## src/rtl/bcd_counter6.sv

```systemverilog
// rtl/bcd_counter6.sv - six-digit BCD up/down counter with prescaled tick and run/stop control
module bcd_counter6 #(
    parameter int TICK_DIV = 5000000
) (
    input  logic        clk,
    input  logic        rst,
    input  logic        start_stop,
    input  logic        clear,
    input  logic        load,
    input  logic        up_down,
    input  logic [23:0] load_val,
    output logic [23:0] bcd,
    output logic        running,
    output logic        tick,
    output logic        wrap,
    output logic        load_err
);

    typedef enum logic {
        STOPPED = 1'b0,
        RUNNING = 1'b1
    } state_t;

    localparam logic [24:0] PRESC_MAX = 25'(TICK_DIV - 1);

    state_t      state;
    logic [24:0] presc;
    logic        step;
    logic [23:0] load_clean;
    logic        load_bad;

    // Ripple a +1/-1 through the digits; carry or borrow out of digit 5 is dropped.
    function automatic logic [23:0] bcd_step(input logic [23:0] v, input logic up);
        logic [23:0] r;
        logic        c;
        r = v;
        c = 1'b1;
        for (int i = 0; i < 6; i++) begin
            if (c) begin
                if (up) begin
                    if (v[i*4 +: 4] == 4'd9) begin
                        r[i*4 +: 4] = 4'd0;
                    end else begin
                        r[i*4 +: 4] = v[i*4 +: 4] + 4'd1;
                        c = 1'b0;
                    end
                end else begin
                    if (v[i*4 +: 4] == 4'd0) begin
                        r[i*4 +: 4] = 4'd9;
                    end else begin
                        r[i*4 +: 4] = v[i*4 +: 4] - 4'd1;
                        c = 1'b0;
                    end
                end
            end
        end
        return r;
    endfunction

    always_comb begin
        load_clean = load_val;
        load_bad   = 1'b0;
        for (int i = 0; i < 6; i++) begin
            if (load_val[i*4 +: 4] > 4'd9) begin
                load_clean[i*4 +: 4] = 4'd0;
                load_bad             = 1'b1;
            end
        end
    end

    assign running = (state == RUNNING);
    assign tick    = running && (presc == PRESC_MAX);
    // A tick shadowed by reset, clear or load moves nothing, so it cannot wrap either.
    assign step    = tick && !clear && !load && !rst;
    assign wrap    = step && (up_down ? (bcd == 24'h999999) : (bcd == 24'h000000));

    always_ff @(posedge clk) begin
        if (rst) begin
            state    <= STOPPED;
            presc    <= '0;
            bcd      <= '0;
            load_err <= 1'b0;
        end else begin
            if (start_stop) begin
                state <= (state == RUNNING) ? STOPPED : RUNNING;
            end
            load_err <= load && !clear && load_bad;
            if (clear) begin
                bcd   <= '0;
                presc <= '0;
            end else if (load) begin
                bcd   <= load_clean;
                presc <= '0;
            end else if (running) begin
                presc <= tick ? 25'd0 : presc + 25'd1;
                if (tick) begin
                    bcd <= bcd_step(bcd, up_down);
                end
            end
        end
    end

endmodule
```

## config.mk

```make
export PLATFORM = sky130hd
export DESIGN_NAME = bcd_counter6
export DESIGN_NICKNAME = d
export VERILOG_FILES = /design/src/rtl/bcd_counter6.sv
export SDC_FILE = /design/constraint.sdc
export NUM_CORES = 1
export LEC_CHECK = 0
export CAP_MARGIN = 10
export CELL_PAD_IN_SITES_DETAIL_PLACEMENT = 1
export CELL_PAD_IN_SITES_GLOBAL_PLACEMENT = 1
export CORE_MARGIN = 2
export CORE_UTILIZATION = 43
export CTS_BUF_LIST = sky130_fd_sc_hd__clkbuf_8
export DETAILED_ROUTE_END_ITERATION = 12
export GPL_TIMING_DRIVEN = 0
export PLACE_DENSITY = 0.93
export SLEW_MARGIN = 20
export SYNTH_ARGS = -nofsm -noshare
export SYNTH_HDL_FRONTEND = slang
export SYNTH_SLANG_ARGS = --single-unit
```

## constraint.sdc

```tcl
create_clock -name clk -period 5.75 [get_ports clk]
set_input_delay 1.15 -clock clk [delete_from_list [all_inputs] [get_ports clk]]
set_output_delay 1.15 -clock clk [all_outputs]
set_load 0.05 [all_outputs]
```

## Yosys cells after proc, flatten, opt, wreduce, memory -nomap -nowiden

Cells that the tools add are included.

| word-level totals | value |
|---|---|
| bits in registers | 51 |
| input bits | 30 |
| output and inout port bits | 28 |
| logic and storage cells | 153 |

| cells by class | value |
|---|---|
| $add $sub $neg | 13 |
| $lt $le $gt $ge | 6 |
| eq/ne operators | 8 |
| mux-type cells | 85 |
| reductions and logical operators | 32 |

Operators by type and width:

| kind | number |
|---|---|
| $mux 4 | 29 |
| $mux 24 | 3 |
| $mux 1 | 52 |
| $add 25x1->25 const B | 1 |
| $eq 25x23->1 const B | 1 |
| $mux 25 | 1 |
| $add 4x1->4 const B | 6 |
| $eq 24x24->1 const B | 1 |
| $eq 4x4->1 const B | 6 |
| $gt 4x4->1 const B | 6 |
| $logic_not 24->1 | 1 |
| $logic_not 4->1 | 6 |
| $sub 4x1->4 const B | 6 |
| $reduce_and 3->1 | 5 |
| $reduce_bool 2->1 | 7 |
| $logic_and 1x1->1 | 7 |
| $logic_not 1->1 | 3 |
| $reduce_or 3->1 | 1 |
| $reduce_and 2->1 | 1 |
| $reduce_or 2->1 | 1 |

## Logic depth before layout (Yosys ltp)

| depth | value |
|---|---|
| word-level depth | 36 |
| depth in mapped cells | 9 |
| depth with buffers taken out | 7 |

## Least setup slack after synthesis

OpenSTA, ideal clock, no wires.

| timing | value |
|---|---|
| path kind | register -> output |
| start point | register state, in the netlist running |
| end point | output port wrap |
| data arrival time | 4.883 ns |
| data required time | 4.600 ns |
| path slack | -0.283 ns |
| cell stages (with the launch flop) | 7 |
| buffers on the path | 2 |
| path through | dfxtp_1 > buf_2 > nand4_2 > or2_2 > clkbuf_1 > nor4b_1 > nor4b_1 |

| on the way | value |
|---|---|
| longest elaborated chain between the ends | 5 |

RTL lines:

| what | line | source |
|---|---|---|
| start: declaration | 26 | `state_t state;` |
| start signal: assignment | 85 | `state <= (state == RUNNING) ? STOPPED : RUNNING;` |
| $logic_and 1x1->1 | 72 | `assign tick = running && (presc == PRESC_MAX);` |
| named net tick | 14 | `output logic tick,` |
| $logic_and 1x1->1 (3 in a row) | 74 | `assign step = tick && !clear && !load && !rst;` |
| $logic_and 1x1->1 | 75 | `assign wrap = step && (up_down ? (bcd == 24'h999999) : (bcd == 24'h000000));` |
| end: declaration | 15 | `output logic wrap,` |

The timed path passes the listed nets, and every way through them passes these cells.

## Worst setup path after layout

| timing | value |
|---|---|
| start point | input port up_down |
| end point | output port wrap |

| on the way | value |
|---|---|
| longest elaborated chain between the ends | 2 |

RTL lines:

| what | line | source |
|---|---|---|
| start: declaration | 10 | `input logic up_down,` |
| $mux 1 | 75 |  |
| $logic_and 1x1->1 | 75 |  |

Every way passes these cells.

==> summary.txt <==
Run status
  – Outcome: complete, no violations

Worst setup path
  – Cell Chain, Critical Path: clkdlybuf4s50_1 -> clkbuf_1 -> clkbuf_1 -> buf_1 -> a21oi_1 -> nor4b_2 -> clkdlybuf4s50_1
  – Reg-to-reg endpoint: bcd[14]
  – Worst Path Arrival: around 4500 ps
  – Reg2Reg Launch Point: presc[0]
  – Slowest stage delay, CP: 860 ps
  – Critical Path Fanout Max: 10
  – Crit end category: output pin
  – R2R Setup Slk: around 3100 ps
  – Slowest CP cell: clkdlybuf4s50_1
  – Req. time, crit path: between 4000 and 5000 ps
  – Crit Path Category: primary input to output pin
  – R2R depth: 8
  – CP startpoint kind: primary input

Min path
  – HP Class: flip-flop to flip-flop
  – Min-delay src: presc[1]
  – WHS Path Cells: 2
  – Hold Crit Endpoint: presc[1]

Placed design
  – Placer Congestion: 0.920
  – Placed insts: 629
  – DP Worst Slack: 285 ps
  – Area post-placement: ~4100 µm²
  – Final HPWL DP: 8640 µm
  – PortBufs: 56

CTS
  – CTS max path bufs: 2
  – H-tree depth: 2
  – Setup bufs post-CTS: 0
  – Hold_buf cts: 0
  – Clock transition at path regs: approximately 90 ps
  – Worst skew pair latency: roughly 320 ps
  – CTS sink count: 51
  – CTS tree: done
  – CTS-repair resized insts: 0
  – Cts bufs inserted: 5
  – Clk root buf: clkbuf_8

Global route
  – Congestion Overflow GR: 0
  – Antenna violations before repair: 0
  – Largest net degree at the start of global routing: 16
  – First-pass GRT wire length: 19100 µm
  – GRT Overall Usage: 27.6%
  – Number of global-route vias before repair: roughly 3.9k

Timing
  – # setup viols final: 0
  – Worst slew margin: 34.7%
  – Worst setup margin: 123 ps
  – Setup repair after global routing missed its margin: no
  – Pins Over Slew Limit: 0
  – Slew at the pin closest to its max-slew limit: 971 ps
  – Min cycle time layout: between 5000 and 6000 ps
  – Layout Skew: between 9 and 10 ps
  – Sum of negative setup slack: 0 ps
  – Fin crit share: 97.9%
  – Fin. Hold Viols: 0
  – Maximum clock rate: 178 MHz

Logic synthesis
  – Cells after Synth: 471
  – Asr flop ratio synth: 0%
  – Top cells by area, synth: dfxtp_1 (30%), nor2_1 (6.7%), nand2_1 (5.1%)
  – Number of synthesis warnings: 0
  – Yosys top cell by area: dfxtp_1
  – Top cell type's share of synthesized area: 29.8%
  – Synthesis-stage register bit count: 51
  – Seq/Total Area, Yosys: slightly below 30%
  – Commonest cells post-synth: nor2_1 (61), dfxtp_1 (51), nand2_1 (47), o21ai_0 (35), a21oi_1 (26)
  – Average size of a mapped cell: between 7 and 8 µm²
  – Ys flop type: dfxtp_1
  – Most frequent cell after synthesis: nor2_1
  – Netlist cell types: 59
  – Syn Nets: 502
  – Mapped cell area: 3430 µm²
  – EDFF count, synth: 0

Route
  – Routed wire length: between 10000 and 15000 µm
  – Post-route ant nets: 0
  – Drt via density: 5.98
  – Met2 Wirelength: 5450 µm
  – Via count: 3804
  – Drt drc: 0
  – Total length of routed met3 wires: between 700 and 800 µm
  – DRT iter0 DRCs: 330
  – WL per Instance: 18.3 µm
  – Drt first pass iters: 5
  – Highest Signal Layer: met4
  – Post-Route M1 WL: 5250 µm

Cells and area
  – Layout cell share with drive strength beyond 1: under 10%
  – Antenna fix cells: 0
  – Filler Cells Inserted: 993
  – Fin nets: 565
  – Synthesis-to-layout area growth: 22.7%
  – Layout Cells excl Fill: around 640
  – Post-Layout Inst Area: about 4200 µm²

Floorplanning
  – DIE WIDTH: 93.3 µm
  – I/O pin total: 58
  – CORE AREA: roughly 7700 µm²
  – Die area: 8700 µm²
  – Die Y: 93.3 µm
  – Rows: 32
  – Starting Density: 44.3%

Flow run
  – Maximum Capacitance Violations: 0

Power and ir drop
  – VDD IR-drop max: 92.0 µV
  – Leak Pwr: roughly 0.0014 µW
  – Pwr Density: 170 nW/µm²
## worst max-delay path: cells and delay by family
family / cells / cell delay (ps)
AOI/OAI and AO/OA: 1 / 200
and+or+nand+nor: 1 / 370
buffers and inverters: 5 / 2750
## cells in the final DEF (no fill, tap or decap), drive strengths merged, types with 2 or more instances in the layout
cell type      netlist  final
a31oi                8      8
buf                  8      8
nor3                18     18
o31ai                4      4
or3                  9      9
o22ai               11     11
or2                  7      7
inv                 14     14
nand4               13     13
a2111oi              2      2
nand2               47     47
a21oi               26     26
nor3b                2      2
o31a                 2      2
o21ai               36     36
nand2b               2      2
dfxtp               51     51
nor4                 9      9
nand3               15     15
nand3b               3      3
and3                 6      6
xnor2               17     17
o32ai                2      2
clkdlybuf4s50        0     56
nor2                63     63
a221o                3      3
nor4b                6      6
xor2                15     15
mux2i               11     11
o21a                 4      4
and2                 6      6
o211ai               3      3
and4                 5      5
clkbuf              24     29
clkinv               1      3
nor2b                5      5
## report_power, final
part,switching [µW],internal (µW),total (µW)
Sequential,5.23,358,363
Combinational,81.9,52.4,134
Clock,132,83.8,215
## registers in the layout, summed over array words and instances (netlist names)
name / cells
load_err: 1
bcd: 24
running: 1
presc: 25
## worst max-delay path by stage
| stage | startpoint | endpoint | slack [ps] | cells past startpoint |
|---|---|---|---|---|
| 2_1_floorplan | running | wrap | 290 | 6 |
| 3_3_place_gp | up_down | wrap | 270 | 7 |
| 3_5_place_dp | up_down | wrap | 280 | 7 |
| 4_1_cts | up_down | wrap | 230 | 7 |
| 5_1_grt | up_down | wrap | 70 | 7 |
| 6_report | up_down | wrap | 120 | 7 |
## area by class of cell
| class | instances | area, µm² | share of cell area, % |
|---|---|---|---|
| Multi-Input combinational cell | 373 | 2220 | 52.8 |
| Sequential cell | 51 | 1020 | 24.3 |
| Timing Repair Buffer | 56 | 561 | 13.3 |
| Buffer | 32 | 134 | 3.19 |
| Tap cell | 102 | 128 | 3.04 |
| Clock buffer | 5 | 68.8 | 1.64 |
| Inverter | 15 | 56.3 | 1.34 |
| Clock inverter | 2 | 13.8 | 0.327 |
## cell families (layout without fill, tap and decap cells)
| family | after synthesis | count (layout) | synth area share, % |
|---|---|---|---|
| compound gates | 109 | 109 | 19.5 |
| buf+inv | 47 | 110 | 5.55 |
| xor+xnor | 32 | 32 | 8.18 |
| flops | 51 | 51 | 29.8 |
| mux | 12 | 12 | 3.54 |
| simple gates | 219 | 219 | 33.0 |
| fa+ha+maj | 1 | 1 | 0.365 |
## routing by layer
metal | GRT usage, % | vias to the layer above
met1 | 36.2 | 1824
met2 | 47.5 | 146
met4 | 6.86 | 0
li1 | - | 1807
met3 | 3.95 | 27
met5 | 0 | -
## stage by stage
stage	util (%)	total power (µW)	hold slack, ps
6_report	54.4	713	509
5_1_grt	54.4	739	549
4_1_cts	54.4	713	513
3_5_place_dp	53.3	502	498
3_3_place_gp	53.3	498	479
2_1_floorplan	-	447	458
No activity file was read; power rests on OpenSTA's default activity.
==> variant 1, RTL diff (config.mk and constraints unchanged) <==
Add an input register stage for `start_stop`, `clear`, `load`, `up_down` and `load_val`, without a reset; this delays them by one clock.
--- a/src/rtl/bcd_counter6.sv
+++ b/src/rtl/bcd_counter6.sv
@@ -23,4 +23,18 @@
 
     localparam logic [24:0] PRESC_MAX = 25'(TICK_DIV - 1);
+
+    logic start_stop_q;
+    logic clear_q;
+    logic load_q;
+    logic up_down_q;
+    logic [23:0] load_val_q;
+
+    always_ff @(posedge clk) begin
+        start_stop_q <= start_stop;
+        clear_q      <= clear;
+        load_q       <= load;
+        up_down_q    <= up_down;
+        load_val_q   <= load_val;
+    end
 
     state_t      state;
@@ -59,8 +73,8 @@
 
     always_comb begin
-        load_clean = load_val;
+        load_clean = load_val_q;
         load_bad   = 1'b0;
         for (int i = 0; i < 6; i++) begin
-            if (load_val[i*4 +: 4] > 4'd9) begin
+            if (load_val_q[i*4 +: 4] > 4'd9) begin
                 load_clean[i*4 +: 4] = 4'd0;
                 load_bad             = 1'b1;
@@ -72,6 +86,6 @@
     assign tick    = running && (presc == PRESC_MAX);
     // A tick shadowed by reset, clear or load moves nothing, so it cannot wrap either.
-    assign step    = tick && !clear && !load && !rst;
-    assign wrap    = step && (up_down ? (bcd == 24'h999999) : (bcd == 24'h000000));
+    assign step    = tick && !clear_q && !load_q && !rst;
+    assign wrap    = step && (up_down_q ? (bcd == 24'h999999) : (bcd == 24'h000000));
 
     always_ff @(posedge clk) begin
@@ -82,12 +96,12 @@
             load_err <= 1'b0;
         end else begin
-            if (start_stop) begin
+            if (start_stop_q) begin
                 state <= (state == RUNNING) ? STOPPED : RUNNING;
             end
-            load_err <= load && !clear && load_bad;
-            if (clear) begin
+            load_err <= load_q && !clear_q && load_bad;
+            if (clear_q) begin
                 bcd   <= '0;
                 presc <= '0;
-            end else if (load) begin
+            end else if (load_q) begin
                 bcd   <= load_clean;
                 presc <= '0;
@@ -95,5 +109,5 @@
                 presc <= tick ? 25'd0 : presc + 25'd1;
                 if (tick) begin
-                    bcd <= bcd_step(bcd, up_down);
+                    bcd <= bcd_step(bcd, up_down_q);
                 end
             end
Behaviour: not the same (a bounded check fails within 4 cycles, from zero or initial values and one cycle with rst high).
==> variant 1 against the original RTL <==
- cell area increased by 21%
- routed wire length rose by 16%
- power increased by 55%
- sequential power up 59%
- sequential cell count increased by 28
- worst setup slack improved by 0.79 ns
- core utilization hardly changed
- area after synthesis rose by 22%
- largest cell class unchanged
- largest power group unchanged
==> variant 1: results (changes against the original RTL) <==
Status
  – Status: finished clean

Clock network
  – Clk_lat worst skew: 0.37 ns (+0.05 ns)
  – CTS Buf Count: 9 (+4)
  – H-tree Lvls: 3 (+1)
  – CTS clk-pin slew, worst paths: 0.07 ns (-0.02 ns)

Place
  – Post-place setup slack: 0.944 ns (+0.659 ns)
  – Routability Congestion: 0.917 (-0.32%)
  – IO Port Bufs: 57 (+1.8%)
  – Dpl cell area: 0.00491 sq mm (+19%)

Synthesis
  – Synth Net Count: 553 (+10%)
  – Main area contributors after synthesis: dfxtp_1 38%, nor2_1 5.5%, xnor2_1 5.0%
  – Distinct cell type count after synthesis: 65 (+10%)
  – Most frequent cells after synthesis: 79 x dfxtp_1, 61 x nor2_1, 41 x nand2_1, 31 x o21ai_0, 30 x clkbuf_1
  – Post-synthesis sequential area ratio: 37.8% (+8.0 points)

Global route
  – Vias in the first global route: 4285 (+10%)
  – Largest net degree at the start of global routing: 14 (-2)
  – First-pass GRT wire length: 21300 microns (+12%)

Finish
  – Layout cell share with drive strength beyond 1: 5.56% (-0.25 points)
  – Layout net count: 621 (+9.9%)
  – Non-Filler Instances: 723 (+14%)
  – Filler cell count: 1155 (+16%)

Setup path
  – R2R depth: 7 (-1)
  – CP startpoint: rst
  – Internal reg-to-reg setup slack: 3.01 ns (-0.08 ns)
  – Critical path fanouts, max: 6 (-4)
  – Worst endpoint data arrival time: 3.68 ns (-0.80 ns)
  – Reg-to-reg critical path startpoint: up_down_q$_DFF_P_

STA
  – Hold_ws: 0.492 ns (-0.0168 ns)
  – Worst Tran Pin Value: 1.06 ns (+0.0856 ns)
  – Clock Skew: 0.0154 ns (+0.00540 ns)

Min path
  – Hold_sp: load_val_q[18]$_DFF_P_
  – Worst hold path endpoint: bcd[18]$_SDFFE_PP0P_

Power and ir drop
  – P_sw: 0.000327 W (+49%)
  – Leakage: 1.70 nW (+25%)
  – Maximum vdd ir drop: 0.154 mV (+68%)

Route
  – DR iter-0 viols: 230 (-30%)
  – Drt pass-1 iters: 4 (-1)
## variant 1: cell types whose count changed after synthesis, moves of 6 or more
| cell | change |
|---|---|
| xnor2_1 | +7 |
| dfxtp_1 | +28 |
| nand3_1 | +12 |
| a21oi_1 | -6 |
| mux2i_1 | -8 |
| o22ai_1 | -10 |
| nand2_1 | -6 |
| a211oi_1 | +10 |
| clkbuf_1 | +6 |
## variant 1: per-layer routing
layer	GRT usage [%]	share of wire, %
met2	44.2	49
met5	0	0
met1	33.3	42
met3	5.22	6.3
met4	10.5	2.6
## variant 1: area by class of cell
cell class	count	area (sq um)	area share, %
buffer	41	171	3.38
inverter	14	52.6	1.04
clock buffer	9	124	2.44
timing repair buffer	57	571	11.2
clock inverter	6	37.5	0.740
tap	129	161	3.18
multi-input combinational	388	2370	46.8
sequential	79	1580	31.2
## variant 1: worst max-delay path, stage by stage
cell and delay [ns]:
clkdlybuf4s50_1 0.44, nor2_1 0.31, nand2_1 0.32, nor3_1 0.21, nand3_1 0.10, nor3_1 0.29, clkdlybuf4s50_1 0.86
## variant 1: logic make-up after synthesis
family                   Yosys count  synth area share, %
XOR/XNOR                          34                 7.13
multiplexers                       3                0.719
AO/OA/AOI/OAI                    113                 18.1
AND/OR/NAND/NOR                  237                 30.6
buffers and inverters             55                 5.36
flip-flops                        79                 37.8
adder cells (fa/ha/maj)            1                0.299
## variant 1: power groups by stage
stage / combinational, W / clock [W] / sequential [W]
3_5_place_dp: 0.000159 / 0 / 0.000591
3_3_place_gp: 0.000152 / 0 / 0.000589
5_1_grt: 0.000174 / 0.000392 / 0.000580
2_1_floorplan: 0.0000780 / 0 / 0.000607
4_1_cts: 0.000160 / 0.000371 / 0.000578
6_report: 0.000163 / 0.000365 / 0.000578
==> variant 2, RTL diff (same settings) <==
Made on the original files. The parameter `TICK_DIV` goes from 5000000 to 2500000.
--- a/src/rtl/bcd_counter6.sv
+++ b/src/rtl/bcd_counter6.sv
@@ -1,5 +1,5 @@
 // rtl/bcd_counter6.sv - six-digit BCD up/down counter with prescaled tick and run/stop control
 module bcd_counter6 #(
-    parameter int TICK_DIV = 5000000
+    parameter int TICK_DIV = 2500000
 ) (
     input  logic        clk,
Formal check against the unedited RTL: same outputs for any inputs over 4 cycles, from zero or initial values and one cycle with rst high; that may be too few to reach the edited logic, so the function may still have changed.
==> variant 2 against the original RTL <==
- cell count is 2.5% higher
- register-to-register slack worse by 0.12 ns
- count of clock-buffer cells in the layout stayed put
- power is 11% higher
- cell area is 6.2% higher
- routed wire length is 9.9% higher
- clock skew is 0.0026 ns higher
- area after synthesis is 6.9% higher
- critical path type unchanged
- highest routed layer unchanged
- sequential cell count stayed put
- worst hold slack better by 0.041 ns
- worst setup slack better by 0.26 ns
- first-iteration DRC count is 7.9% lower
==> variant 2: results (changes against the original RTL) <==
Finish
  – Layout net count: 577 (+2.1%)
  – Layout cell share with drive strength beyond 1: 7.13% (+1.3 points)
  – Filler cell count: 1028 (+3.5%)

Global route
  – Largest net degree at the start of global routing: 17 (+1)
  – All-Layer GR Usage: 28.5% (+0.91 points)
  – First-pass GRT wire length: 20400 microns (+6.9%)

Route
  – Wire per inst: 19.6 microns (+7.2%)
  – Drt pass-1 iters: 6 (+1)
  – DR vias/cell: 6.24 (+4.3%)

Synthesis
  – Mux share of post-synthesis cell area: 2.90% (-0.64 points)
  – Main area contributors after synthesis: dfxtp_1 28%, nor2_1 6.0%, nand2_1 4.4%
  – Synth Net Count: 514 (+2.4%)
  – Most frequent cells after synthesis: 59 x nor2_1, 51 x dfxtp_1, 43 x nand2_1, 30 x o21ai_0, 28 x nand3_1
  – Post-synthesis xor/xnor area fraction: 7.42% (-0.76 points)
  – Post-synthesis sequential area ratio: 27.9% (-1.9 points)
  – Distinct cell type count after synthesis: 65 (+10%)
  – Adder-cell share of the synthesized area: 0.342% (-0.023 points)

STA
  – Hold Vio Cnt, Final: 0 (unchanged)
  – Worst Tran Pin Value: 0.644 ns (-0.327 ns)
  – Clock Skew: 0.0125 ns (+0.00255 ns)

Setup path
  – Worst endpoint data arrival time: 4.22 ns (-0.26 ns)
  – Critical Path Max Stage Delay: 0.88 ns (+0.02 ns)

Place
  – Post-place setup slack: 0.466 ns (+0.181 ns)
  – Routability Congestion: 0.886 (-3.7%)
  – Hpwl dp: 9350 microns (+8.2%)

Power and ir drop
  – Maximum vdd ir drop: 0.0847 mV (-8.0%)
  – Leakage: 1.55 nW (+14%)

Status
  – Status: finished clean
variant 2: kinds of logic after synthesis:
group           count (synthesis)
mux                            10
compound gates                111
buf+inv                        50
flops                          51
fa+ha+maj                       1
xor+xnor                       31
simple gates                  229
variant 2: worst max-delay path: cells and delay by family:
kind | cells | cell delay, ns
buf+inv | 3 | 1.77
simple gates | 4 | 1.12
compound gates | 1 | 0.17
variant 2: power by group:
group / internal [W] / total (W) / switching (W)
sequential: 0.000359 / 0.000366 / 0.00000678
combinational: 0.0000649 / 0.000165 / 0.0000997
clock: 0.000130 / 0.000265 / 0.000134
total: 0.000554 / 0.000795 / 0.000241
variant 2: metal layers:
layer	global-route usage, %	vias up	part of all wire, %
met5	0	-	0
met2	46.9	174	47
met1	37.1	1974	44
li1	-	1872	-
met3	4.39	46	5.7
met4	11.5	0	3.6
variant 2: final timing paths:
path              depth (start not counted)  slack, ns                   start                     end
setup / recovery                          8       0.38                 up_down                    wrap
hold / removal                            2       0.55  presc[23]$_SDFFE_PP0P_  presc[23]$_SDFFE_PP0P_
setup reg to reg                          8       2.97    running$_SDFFE_PP0P_    bcd[21]$_SDFFE_PP0P_
hold reg to reg                           2       0.55  presc[23]$_SDFFE_PP0P_  presc[23]$_SDFFE_PP0P_
variant 2: through the flow:
stage               instances  power (W)  util (%)
floorplan                 483   0.000471         -
global placement          644   0.000526      53.0
detailed placement        644   0.000533      53.0
CTS                       652   0.000792      54.3
global route              652   0.000825      54.3
finish                    652   0.000795      54.3
variant 2: cell type report:
cell class | instances | area share (%)
Multi-Input combinational cell | 382 | 52.5
Sequential cell | 51 | 22.9
Timing Repair Buffer | 56 | 12.6
Buffer | 38 | 5.63
Tap cell | 105 | 2.94
Clock buffer | 5 | 1.54
Inverter | 12 | 1.01
Clock inverter | 3 | 0.953
